## src/rtl/tetromino_cell_engine_pkg.sv

```systemverilog
// tetris_pkg: shared definitions for the playfield engine and the video path.
//   - piece and operation codes, engine FSM state encoding
//   - BLACK/WHITE colour words and the per-piece colour table (piece_color)
//   - HIDDEN_ROWS / CELL_PX geometry constants used by the video renderer
package tetris_pkg;

  typedef enum logic [2:0] {
    PIECE_I    = 3'd0,
    PIECE_O    = 3'd1,
    PIECE_L    = 3'd2,
    PIECE_J    = 3'd3,
    PIECE_S    = 3'd4,
    PIECE_Z    = 3'd5,
    PIECE_T    = 3'd6,
    PIECE_NONE = 3'd7
  } piece_e;

  typedef enum logic [1:0] {
    OP_DRAW  = 2'd0,
    OP_ERASE = 2'd1,
    OP_CHECK = 2'd2,
    OP_RSVD  = 2'd3
  } op_e;

  typedef enum logic [2:0] {
    ST_IDLE,
    ST_CALC,
    ST_WRITE,
    ST_RD_ISSUE,
    ST_RD_SAMPLE,
    ST_FIN
  } state_e;

  localparam logic [15:0] BLACK = 16'h0000;
  localparam logic [15:0] WHITE = 16'hFFF0;

  localparam int unsigned HIDDEN_ROWS = 2;
  localparam int unsigned CELL_PX     = 10;

  // Colour word is {r[3:0], g[3:0], b[3:0], 4'b0}.
  function automatic logic [15:0] piece_color(input logic [2:0] piece);
    logic [15:0] c;
    case (piece)
      PIECE_I: c = 16'h0FF0;
      PIECE_O: c = 16'hFF00;
      PIECE_L: c = 16'hFA00;
      PIECE_J: c = 16'h00F0;
      PIECE_S: c = 16'h0F00;
      PIECE_Z: c = 16'hF000;
      PIECE_T: c = 16'hF0F0;
      default: c = BLACK;
    endcase
    return c;
  endfunction

endpackage

```

## src/rtl/tetromino_cell_engine_if.sv

```systemverilog
// Memory bus between the cell engine and the SRAM arbiter.
//   master (engine): drives mem_req, mem_we, mem_addr, mem_wdata; receives mem_grant, mem_rdata
//   slave (arbiter): the reverse
// An access is performed in a cycle where mem_req && mem_grant; read data
// is valid the cycle after the granted read.
interface tetromino_cell_engine_if #(
  parameter int unsigned ADDR_W = 18
);
  logic              mem_req;
  logic              mem_grant;
  logic              mem_we;
  logic [ADDR_W-1:0] mem_addr;
  logic [15:0]       mem_wdata;
  logic [15:0]       mem_rdata;

  modport master (
    output mem_req, mem_we, mem_addr, mem_wdata,
    input  mem_grant, mem_rdata
  );

  modport slave (
    input  mem_req, mem_we, mem_addr, mem_wdata,
    output mem_grant, mem_rdata
  );
endinterface

```

## src/rtl/tetromino_cell_engine_shape_rom.sv

```systemverilog
// tetromino_shape_rom: combinational cell-offset table.
//   piece[2:0], rot[1:0] in -> cells[0:3] out, each {dx[1:0], dy[1:0]} inside
//   the 4x4 bounding box, listed row-major (top-left first).
//   Piece code 7 returns all-zero offsets; the engine rejects it separately.
module tetromino_shape_rom
  import tetris_pkg::*;
(
  input  logic [2:0]       piece,
  input  logic [1:0]       rot,
  output logic [0:3][3:0]  cells
);

  // One hex digit per cell: digit = dx*4 + dy, cell 0 in the leftmost digit.
  localparam logic [15:0] SHAPES [8][4] = '{
    '{16'h0123, 16'h159D, 16'h4567, 16'h26AE},   // I
    '{16'h0415, 16'h0415, 16'h0415, 16'h0415},   // O
    '{16'h8159, 16'h456A, 16'h1592, 16'h0456},   // L
    '{16'h0159, 16'h4856, 16'h159A, 16'h4526},   // J
    '{16'h4815, 16'h459A, 16'h5926, 16'h0156},   // S
    '{16'h0459, 16'h8596, 16'h156A, 16'h4152},   // Z
    '{16'h4159, 16'h4596, 16'h1596, 16'h4156},   // T
    '{16'h0000, 16'h0000, 16'h0000, 16'h0000}    // invalid
  };

  always_comb begin
    cells = SHAPES[piece][rot];
  end

endmodule

```

## src/rtl/tetromino_cell_engine.sv

```systemverilog
// tetromino_cell_engine: performs one piece operation on the playfield memory
// per accepted request.
//   VGA_CTRL_CLK, RST (async, active-low)
//   req_valid/req_ready         request handshake; req_op, req_piece, req_rot,
//                               req_x, req_y latched on accept
//   done                        one-cycle pulse at the end of each request
//   collide                     result, valid with done, held until next accept
//   mem (master modport)        time-shared SRAM port, addr = {x, y, 8'b0}
// DRAW writes the piece colour to its 4 cells, ERASE writes BLACK, CHECK reads
// the cells and reports collide on the first occupied one. Out-of-field cells,
// piece 7 and op 3 report collide without touching memory.
module tetromino_cell_engine
  import tetris_pkg::*;
#(
  parameter int unsigned FIELD_W = 10,
  parameter int unsigned FIELD_H = 22,
  parameter int unsigned COORD_W = 5,
  parameter int unsigned ADDR_W  = 18
) (
  input  logic               VGA_CTRL_CLK,
  input  logic               RST,
  input  logic               req_valid,
  output logic               req_ready,
  input  logic [1:0]         req_op,
  input  logic [2:0]         req_piece,
  input  logic [1:0]         req_rot,
  input  logic [COORD_W-1:0] req_x,
  input  logic [COORD_W-1:0] req_y,
  output logic               done,
  output logic               collide,
  tetromino_cell_engine_if.master mem
);

  localparam logic [COORD_W:0] FIELD_W_C = (COORD_W+1)'(FIELD_W);
  localparam logic [COORD_W:0] FIELD_H_C = (COORD_W+1)'(FIELD_H);

  state_e             state_q, state_d;
  op_e                op_q, op_d;
  logic [2:0]         piece_q, piece_d;
  logic [1:0]         rot_q, rot_d;
  logic [COORD_W-1:0] x_q, x_d, y_q, y_d;
  logic [1:0]         idx_q, idx_d;
  logic [COORD_W-1:0] cell_x_q [4];
  logic [COORD_W-1:0] cell_x_d [4];
  logic [COORD_W-1:0] cell_y_q [4];
  logic [COORD_W-1:0] cell_y_d [4];
  logic               req_ready_q, req_ready_d;
  logic               done_q, done_d;
  logic               collide_q, collide_d;
  logic               mem_req_q, mem_req_d;
  logic               mem_we_q, mem_we_d;
  logic [ADDR_W-1:0]  mem_addr_q, mem_addr_d;
  logic [15:0]        mem_wdata_q, mem_wdata_d;

  logic [0:3][3:0]    offs;
  logic [COORD_W:0]   calc_x [4];
  logic [COORD_W:0]   calc_y [4];
  logic               oob;
  logic               occupied;
  logic [1:0]         idx_inc;

  tetromino_shape_rom u_shape_rom (
    .piece (piece_q),
    .rot   (rot_q),
    .cells (offs)
  );

  function automatic logic [ADDR_W-1:0] cell_addr(input logic [COORD_W-1:0] cx,
                                                  input logic [COORD_W-1:0] cy);
    return {cx, cy, 8'h00};
  endfunction

  // One extra bit on the sum so an origin near the top of the coordinate
  // range cannot wrap back into the field.
  always_comb begin
    oob = 1'b0;
    for (int unsigned i = 0; i < 4; i++) begin
      calc_x[i] = {1'b0, x_q} + {{(COORD_W-1){1'b0}}, offs[i][3:2]};
      calc_y[i] = {1'b0, y_q} + {{(COORD_W-1){1'b0}}, offs[i][1:0]};
      if (calc_x[i] >= FIELD_W_C || calc_y[i] >= FIELD_H_C) begin
        oob = 1'b1;
      end
    end
  end

  // Colour nibbles only; the low 4 bits of a cell word carry no occupancy.
  assign occupied = |(mem.mem_rdata & 16'hFFF0);
  assign idx_inc  = idx_q + 2'd1;

  always_comb begin
    state_d     = state_q;
    op_d        = op_q;
    piece_d     = piece_q;
    rot_d       = rot_q;
    x_d         = x_q;
    y_d         = y_q;
    idx_d       = idx_q;
    cell_x_d    = cell_x_q;
    cell_y_d    = cell_y_q;
    req_ready_d = req_ready_q;
    done_d      = 1'b0;
    collide_d   = collide_q;
    mem_req_d   = mem_req_q;
    mem_we_d    = mem_we_q;
    mem_addr_d  = mem_addr_q;
    mem_wdata_d = mem_wdata_q;

    case (state_q)
      ST_IDLE: begin
        req_ready_d = 1'b1;
        if (req_valid && req_ready_q) begin
          op_d        = op_e'(req_op);
          piece_d     = req_piece;
          rot_d       = req_rot;
          x_d         = req_x;
          y_d         = req_y;
          collide_d   = 1'b0;
          req_ready_d = 1'b0;
          state_d     = ST_CALC;
        end
      end

      ST_CALC: begin
        idx_d = 2'd0;
        for (int unsigned i = 0; i < 4; i++) begin
          cell_x_d[i] = calc_x[i][COORD_W-1:0];
          cell_y_d[i] = calc_y[i][COORD_W-1:0];
        end
        if (oob || piece_q == PIECE_NONE || op_q == OP_RSVD) begin
          collide_d = 1'b1;
          done_d    = 1'b1;
          state_d   = ST_FIN;
        end else begin
          mem_req_d   = 1'b1;
          mem_addr_d  = cell_addr(calc_x[0][COORD_W-1:0], calc_y[0][COORD_W-1:0]);
          mem_we_d    = (op_q != OP_CHECK);
          mem_wdata_d = (op_q == OP_DRAW) ? piece_color(piece_q) : BLACK;
          state_d     = (op_q == OP_CHECK) ? ST_RD_ISSUE : ST_WRITE;
        end
      end

      ST_WRITE: begin
        if (mem_req_q && mem.mem_grant) begin
          if (idx_q == 2'd3) begin
            mem_req_d = 1'b0;
            mem_we_d  = 1'b0;
            done_d    = 1'b1;
            state_d   = ST_FIN;
          end else begin
            idx_d      = idx_inc;
            mem_addr_d = cell_addr(cell_x_q[idx_inc], cell_y_q[idx_inc]);
          end
        end
      end

      ST_RD_ISSUE: begin
        if (mem_req_q && mem.mem_grant) begin
          mem_req_d = 1'b0;
          state_d   = ST_RD_SAMPLE;
        end
      end

      ST_RD_SAMPLE: begin
        if (occupied) begin
          collide_d = 1'b1;
          done_d    = 1'b1;
          state_d   = ST_FIN;
        end else if (idx_q == 2'd3) begin
          done_d  = 1'b1;
          state_d = ST_FIN;
        end else begin
          idx_d      = idx_inc;
          mem_req_d  = 1'b1;
          mem_addr_d = cell_addr(cell_x_q[idx_inc], cell_y_q[idx_inc]);
          state_d    = ST_RD_ISSUE;
        end
      end

      ST_FIN: begin
        req_ready_d = 1'b1;
        state_d     = ST_IDLE;
      end

      default: begin
        mem_req_d   = 1'b0;
        mem_we_d    = 1'b0;
        req_ready_d = 1'b1;
        state_d     = ST_IDLE;
      end
    endcase
  end

  always_ff @(posedge VGA_CTRL_CLK or negedge RST) begin
    if (!RST) begin
      state_q     <= ST_IDLE;
      op_q        <= OP_DRAW;
      piece_q     <= '0;
      rot_q       <= '0;
      x_q         <= '0;
      y_q         <= '0;
      idx_q       <= '0;
      cell_x_q    <= '{default: '0};
      cell_y_q    <= '{default: '0};
      req_ready_q <= 1'b1;
      done_q      <= 1'b0;
      collide_q   <= 1'b0;
      mem_req_q   <= 1'b0;
      mem_we_q    <= 1'b0;
      mem_addr_q  <= '0;
      mem_wdata_q <= '0;
    end else begin
      state_q     <= state_d;
      op_q        <= op_d;
      piece_q     <= piece_d;
      rot_q       <= rot_d;
      x_q         <= x_d;
      y_q         <= y_d;
      idx_q       <= idx_d;
      cell_x_q    <= cell_x_d;
      cell_y_q    <= cell_y_d;
      req_ready_q <= req_ready_d;
      done_q      <= done_d;
      collide_q   <= collide_d;
      mem_req_q   <= mem_req_d;
      mem_we_q    <= mem_we_d;
      mem_addr_q  <= mem_addr_d;
      mem_wdata_q <= mem_wdata_d;
    end
  end

  assign req_ready     = req_ready_q;
  assign done          = done_q;
  assign collide       = collide_q;
  assign mem.mem_req   = mem_req_q;
  assign mem.mem_we    = mem_we_q;
  assign mem.mem_addr  = mem_addr_q;
  assign mem.mem_wdata = mem_wdata_q;

endmodule
```

## src/flat_wrapper.sv

```systemverilog
// flat-port wrapper written by rule: the top's interface ports become plain ports
module tetromino_cell_engine_flat import tetris_pkg::*;
#(
  parameter int unsigned FIELD_W = 10,
  parameter int unsigned FIELD_H = 22,
  parameter int unsigned COORD_W = 5,
  parameter int unsigned ADDR_W  = 18
)
  (VGA_CTRL_CLK, RST, req_valid, req_ready, req_op, req_piece, req_rot, req_x, req_y, done, collide, mem_mem_req, mem_mem_we, mem_mem_addr, mem_mem_wdata, mem_mem_grant, mem_mem_rdata);
  tetromino_cell_engine_if #(.ADDR_W(ADDR_W)) mem_i ();
  input  logic VGA_CTRL_CLK;
  input  logic RST;
  input  logic req_valid;
  output logic req_ready;
  input  logic [1:0] req_op;
  input  logic [2:0] req_piece;
  input  logic [1:0] req_rot;
  input  logic [COORD_W-1:0] req_x;
  input  logic [COORD_W-1:0] req_y;
  output logic done;
  output logic collide;
  output wire logic [$bits(mem_i.mem_req)-1:0] mem_mem_req;
  output wire logic [$bits(mem_i.mem_we)-1:0] mem_mem_we;
  output wire logic [$bits(mem_i.mem_addr)-1:0] mem_mem_addr;
  output wire logic [$bits(mem_i.mem_wdata)-1:0] mem_mem_wdata;
  input wire logic [$bits(mem_i.mem_grant)-1:0] mem_mem_grant;
  input wire logic [$bits(mem_i.mem_rdata)-1:0] mem_mem_rdata;
  assign mem_mem_req = mem_i.mem_req;
  assign mem_mem_we = mem_i.mem_we;
  assign mem_mem_addr = mem_i.mem_addr;
  assign mem_mem_wdata = mem_i.mem_wdata;
  assign mem_i.mem_grant = mem_mem_grant;
  assign mem_i.mem_rdata = mem_mem_rdata;
  tetromino_cell_engine #(.FIELD_W(FIELD_W), .FIELD_H(FIELD_H), .COORD_W(COORD_W), .ADDR_W(ADDR_W)) u_core (.VGA_CTRL_CLK(VGA_CTRL_CLK), .RST(RST), .req_valid(req_valid), .req_ready(req_ready), .req_op(req_op), .req_piece(req_piece), .req_rot(req_rot), .req_x(req_x), .req_y(req_y), .done(done), .collide(collide), .mem(mem_i));
endmodule
```

## config.mk

```make
export PLATFORM = sky130hd
export DESIGN_NAME = tetromino_cell_engine_flat
export DESIGN_NICKNAME = d
export VERILOG_FILES = /design/src/rtl/tetromino_cell_engine_pkg.sv /design/src/rtl/tetromino_cell_engine_if.sv /design/src/rtl/tetromino_cell_engine_shape_rom.sv /design/src/rtl/tetromino_cell_engine.sv /design/src/flat_wrapper.sv
export SDC_FILE = /design/constraint.sdc
export NUM_CORES = 1
export LEC_CHECK = 0
export CAP_MARGIN = 10
export CORE_MARGIN = 4
export CORE_UTILIZATION = 55
export CTS_CLUSTER_SIZE = 25
export DETAILED_ROUTE_END_ITERATION = 12
export MAX_ROUTING_LAYER = met4
export PLACE_DENSITY = 0.79
export SLEW_MARGIN = 20
export SYNTH_ARGS = -nofsm -noshare
export SYNTH_HDL_FRONTEND = slang
export SYNTH_SLANG_ARGS = --single-unit
```

## constraint.sdc

```tcl
create_clock -name VGA_CTRL_CLK -period 4.3 [get_ports VGA_CTRL_CLK]
set_input_delay 0.645 -clock VGA_CTRL_CLK [delete_from_list [all_inputs] [get_ports VGA_CTRL_CLK]]
set_output_delay 0.645 -clock VGA_CTRL_CLK [all_outputs]
set_load 0.02 [all_outputs]
```

==> impl_metrics.toml <==
[outcome]
status = "finished clean"

[power]
ir_drop_uv = 538.3
clock_power_share = 0.103
switchingPower_mw = 2.891
powerDensity_nw_per_um2 = 958.0
swShare = 0.4659
power.internal_mw = 3.314
seq_power_share = 0.261
total_leakage_power_nw = 2.785
pwr-share-comb = 0.636

[worst_setup_path]
reg2reg_slack_ns = 0.25
reg2reg_depth = 14
crit_fanout = 7
worstReg2RegEnd = "u_core.mem.mem_wdata[7]$_DFFE_PN0P_"
critPathSlowestCell = "fa_1"
slowest_delay_ns = 0.55
crit_type = "reg2reg"
endpoint_kind = "flop"
crit_buf_inv = 2
critical_path.top_delay_family = "adder cells"
worst_ep_arrival_time_ns = 4.29
r2r_start = "u_core.piece_q[1]$_DFFE_PN0P_"
crit_top_cell = "ha_1"
required_ns = 4.55
crit_chain = "buf_4 -> ha_1 -> and2_1 -> o21ai_0 -> o311ai_0 -> a21oi_1 -> ha_1 -> inv_1 -> fa_1 -> o221ai_1 -> a311oi_2 -> nand4_2 -> nor3_4 -> mux2_2"
cp-start-kind = "flop"

[clock_network]
htree_num_levels = 3
clock_sinks = 81
clock_latency_ns = 0.36
clk_path_buf_depth = 2
numCtsBuffers = 9
clock_tree.root_cell = "clkbuf_8"
cts.clk_slew.worst_paths_ns = 0.09
cts_tree = "yes"

[yosys]
synth_async_sr_flop_share = 1.000
synth.area.top_cells = "dfrtp_1 36%, nand2_1 6.7%, o21ai_0 5.6%"
syn_inst = 601
ys_types = 67
syn_area_per_cell_um2 = 9.162
synth_seq_area_share = 0.3683
synth_top_area_frac = 0.3636
syn_area_um2 = 5507
yosys_register_bits = 81
yosysWarnings = 0
synth_edf_count = 0
synth_ff_type = "dfrtp_1"
yosysTopAreaCell = "dfrtp_1"

[final_layout]
finalInstanceArea_um2 = 6477
area_growth_pct = 17.63
drive_gt1_frac = 0.1531
diodes = 0
nets = 717
finalNonFillerCells = 786
utilization = 0.6627
most-common-layout-cells = "98 x nand2_1, 79 x dfrtp_1, 62 x o21ai_0, 58 x clkdlybuf4s50_1, 32 x nor2_1"
final_common_cell = "nand2_1"

[global_route]
grt_pass1_vias = 4474
antenna_found_initial = 0
grtUsageTotal = 0.2494
grt_max_degree = 82
overflow = 0
grt_pass1_wl_mm = 22.34

[timing]
fin_crit_sh = 0.9413
finalMaxSlewViolations = 0
fin_tns_setup_ns = 0
setup_viol = 0
finalClockSkew_ns = 0.01258
finalCriticalPeriod_ns = 4.047
slew_headroom = 0.4712
fmax_mhz = 247.1
setup_ws_ns = 0.2525
tightest_slew_ns = 0.7932
hold_violations = 0

[detailed_routing]
viasPerCell = 5.734
wirelength_mm = 13.34
vias = 4507
drc = 0
firstDrtPassIters = 5
detail-route-antenna-nets = 0
drtIter0Drc = 289
wl_per_cell_um = 16.97

[placed_design]
placed_area_um2 = 6167
gp_congestion = 0.9376
dp_cells = 766
hpwlAfterDp_mm = 9.999
dp_slack_ns = 0.1858
place.port_buffers = 59

[floorplan]
die_y_um = 108.1
die_area_um2 = 11680
ios = 76
rows = 36
die_w_um = 108.1
core_um2 = 9774
start_util = 0.5634

[run]
drv_cap = 0

[hold_path]
hp-class = "in2async"
==> how the worst max path moves through the flow <==
stage,start,to,slack [ns],depth (start not counted)
after global placement,u_core.piece_q[0]$_DFFE_PN0P_,u_core.mem.mem_wdata[10]$_DFFE_PN0P_,0.26,15
final,u_core.piece_q[1]$_DFFE_PN0P_,u_core.mem.mem_wdata[7]$_DFFE_PN0P_,0.25,14
after floorplan,u_core.piece_q[1]$_DFFE_PN0P_,u_core.mem.mem_addr[10]$_DFFE_PN0P_,0.38,16
after detailed placement,u_core.piece_q[0]$_DFFE_PN0P_,u_core.mem.mem_wdata[10]$_DFFE_PN0P_,0.19,15
after global routing,u_core.piece_q[0]$_DFFE_PN0P_,u_core.mem.mem_wdata[7]$_DFFE_PN0P_,-0.003,14
after CTS,u_core.piece_q[0]$_DFFE_PN0P_,u_core.mem.mem_wdata[7]$_DFFE_PN0P_,0.17,15
==> state kept, by name (all words and copies together) (netlist names) <==
signal,cells
u_core.y_q,5
u_core.op_q,2
u_core.state_q,3
u_core.mem.mem_addr,10
u_core.x_q,5
u_core.done,1
u_core.idx_q,2
u_core.req_ready,1
u_core.piece_q,3
u_core.cell_x_q,20
u_core.cell_y_q,20
u_core.collide,1
u_core.mem.mem_we,1
u_core.mem.mem_wdata,4
u_core.mem.mem_req,1
u_core.rot_q,2
==> through the flow <==
step                      hold slack (ns)  total power, mW
final                              0.1836            6.205
after floorplan                    0.3494            4.319
after global routing               0.2020            6.764
after detailed placement           0.4656            5.491
after CTS                          0.4847            6.156
after global placement             0.4545            5.379
==> power by group through the flow <==
stage	Combinational, mW	Sequential [mW]	Clock (mW)
detailed placement	3.86	1.63	0
floorplan	2.86	1.45	0
finish	3.95	1.62	0.640
global placement	3.78	1.60	0
global route	4.39	1.69	0.684
CTS	3.89	1.61	0.658
==> area by class of cell <==
type | count | area, um^2
multi-input cells | 447 | 3144
clock buffers | 10 | 137.6
repair buffers | 84 | 814.5
fillers | 826 | 3297
flip-flops and latches | 81 | 2029
clock inverters | 6 | 91.34
inverters | 25 | 93.84
well taps | 133 | 166.4
==> layer usage <==
layer	vias to the layer above	global-route usage	wire, um
met5	-	-	0
met4	0	0.06132	217
met3	20	0.03522	506
met2	107	0.4218	6880
met1	2207	0.3186	5737
li1	2173	-	-
==> cell families after synthesis <==
group / count (synthesis) / synth area share
AND/OR/NAND/NOR: 199 / 0.1716
AO/OA/AOI/OAI: 144 / 0.1677
buffers and inverters: 84 / 0.07453
flip-flops: 81 / 0.3683
multiplexers: 41 / 0.1034
adder cells (fa/ha/maj): 32 / 0.08362
XOR/XNOR: 19 / 0.03022
other: 1 / 0.0006810
==> Yosys cell counts, types with 4 or more instances <==
cell type  number
a21oi_1        25
nand3b_1        5
xor2_1         10
o21ai_0        62
nand3_1        16
a21o_1          8
nand2b_1        9
dfrtp_1        80
nor2b_1         5
a31oi_1         6
xnor2_1         9
nor3_1          6
ha_1           24
clkbuf_1       28
mux2_2         27
nor4_1          4
fa_1            8
nand2_1        99
a32oi_1         4
nor2_1         32
and2_1          4
buf_4          23
buf_2           6
mux2i_1         4
inv_1          25
mux4_2         10
==> worst reg2reg max path: stages, from the launching register on <==
cell      delay, ns
dfrtp_2        0.46
buf_4          0.17
ha_1           0.24
and2_1         0.15
o21ai_0        0.14
o311ai_0       0.14
a21oi_1        0.26
ha_1           0.24
inv_1          0.07
fa_1           0.55
o221ai_1       0.14
a311oi_2       0.35
nand4_2        0.26
nor3_4         0.38
mux2_2         0.37
==> repair_timing <==
item	CTS	global route
resized for setup	0	6
endpoints found under the setup margin	0	19
setup buffers	0	2
hold buffers	0	0
hold endpoints to repair	0	0
No activity file was read; power rests on OpenSTA's default activity.
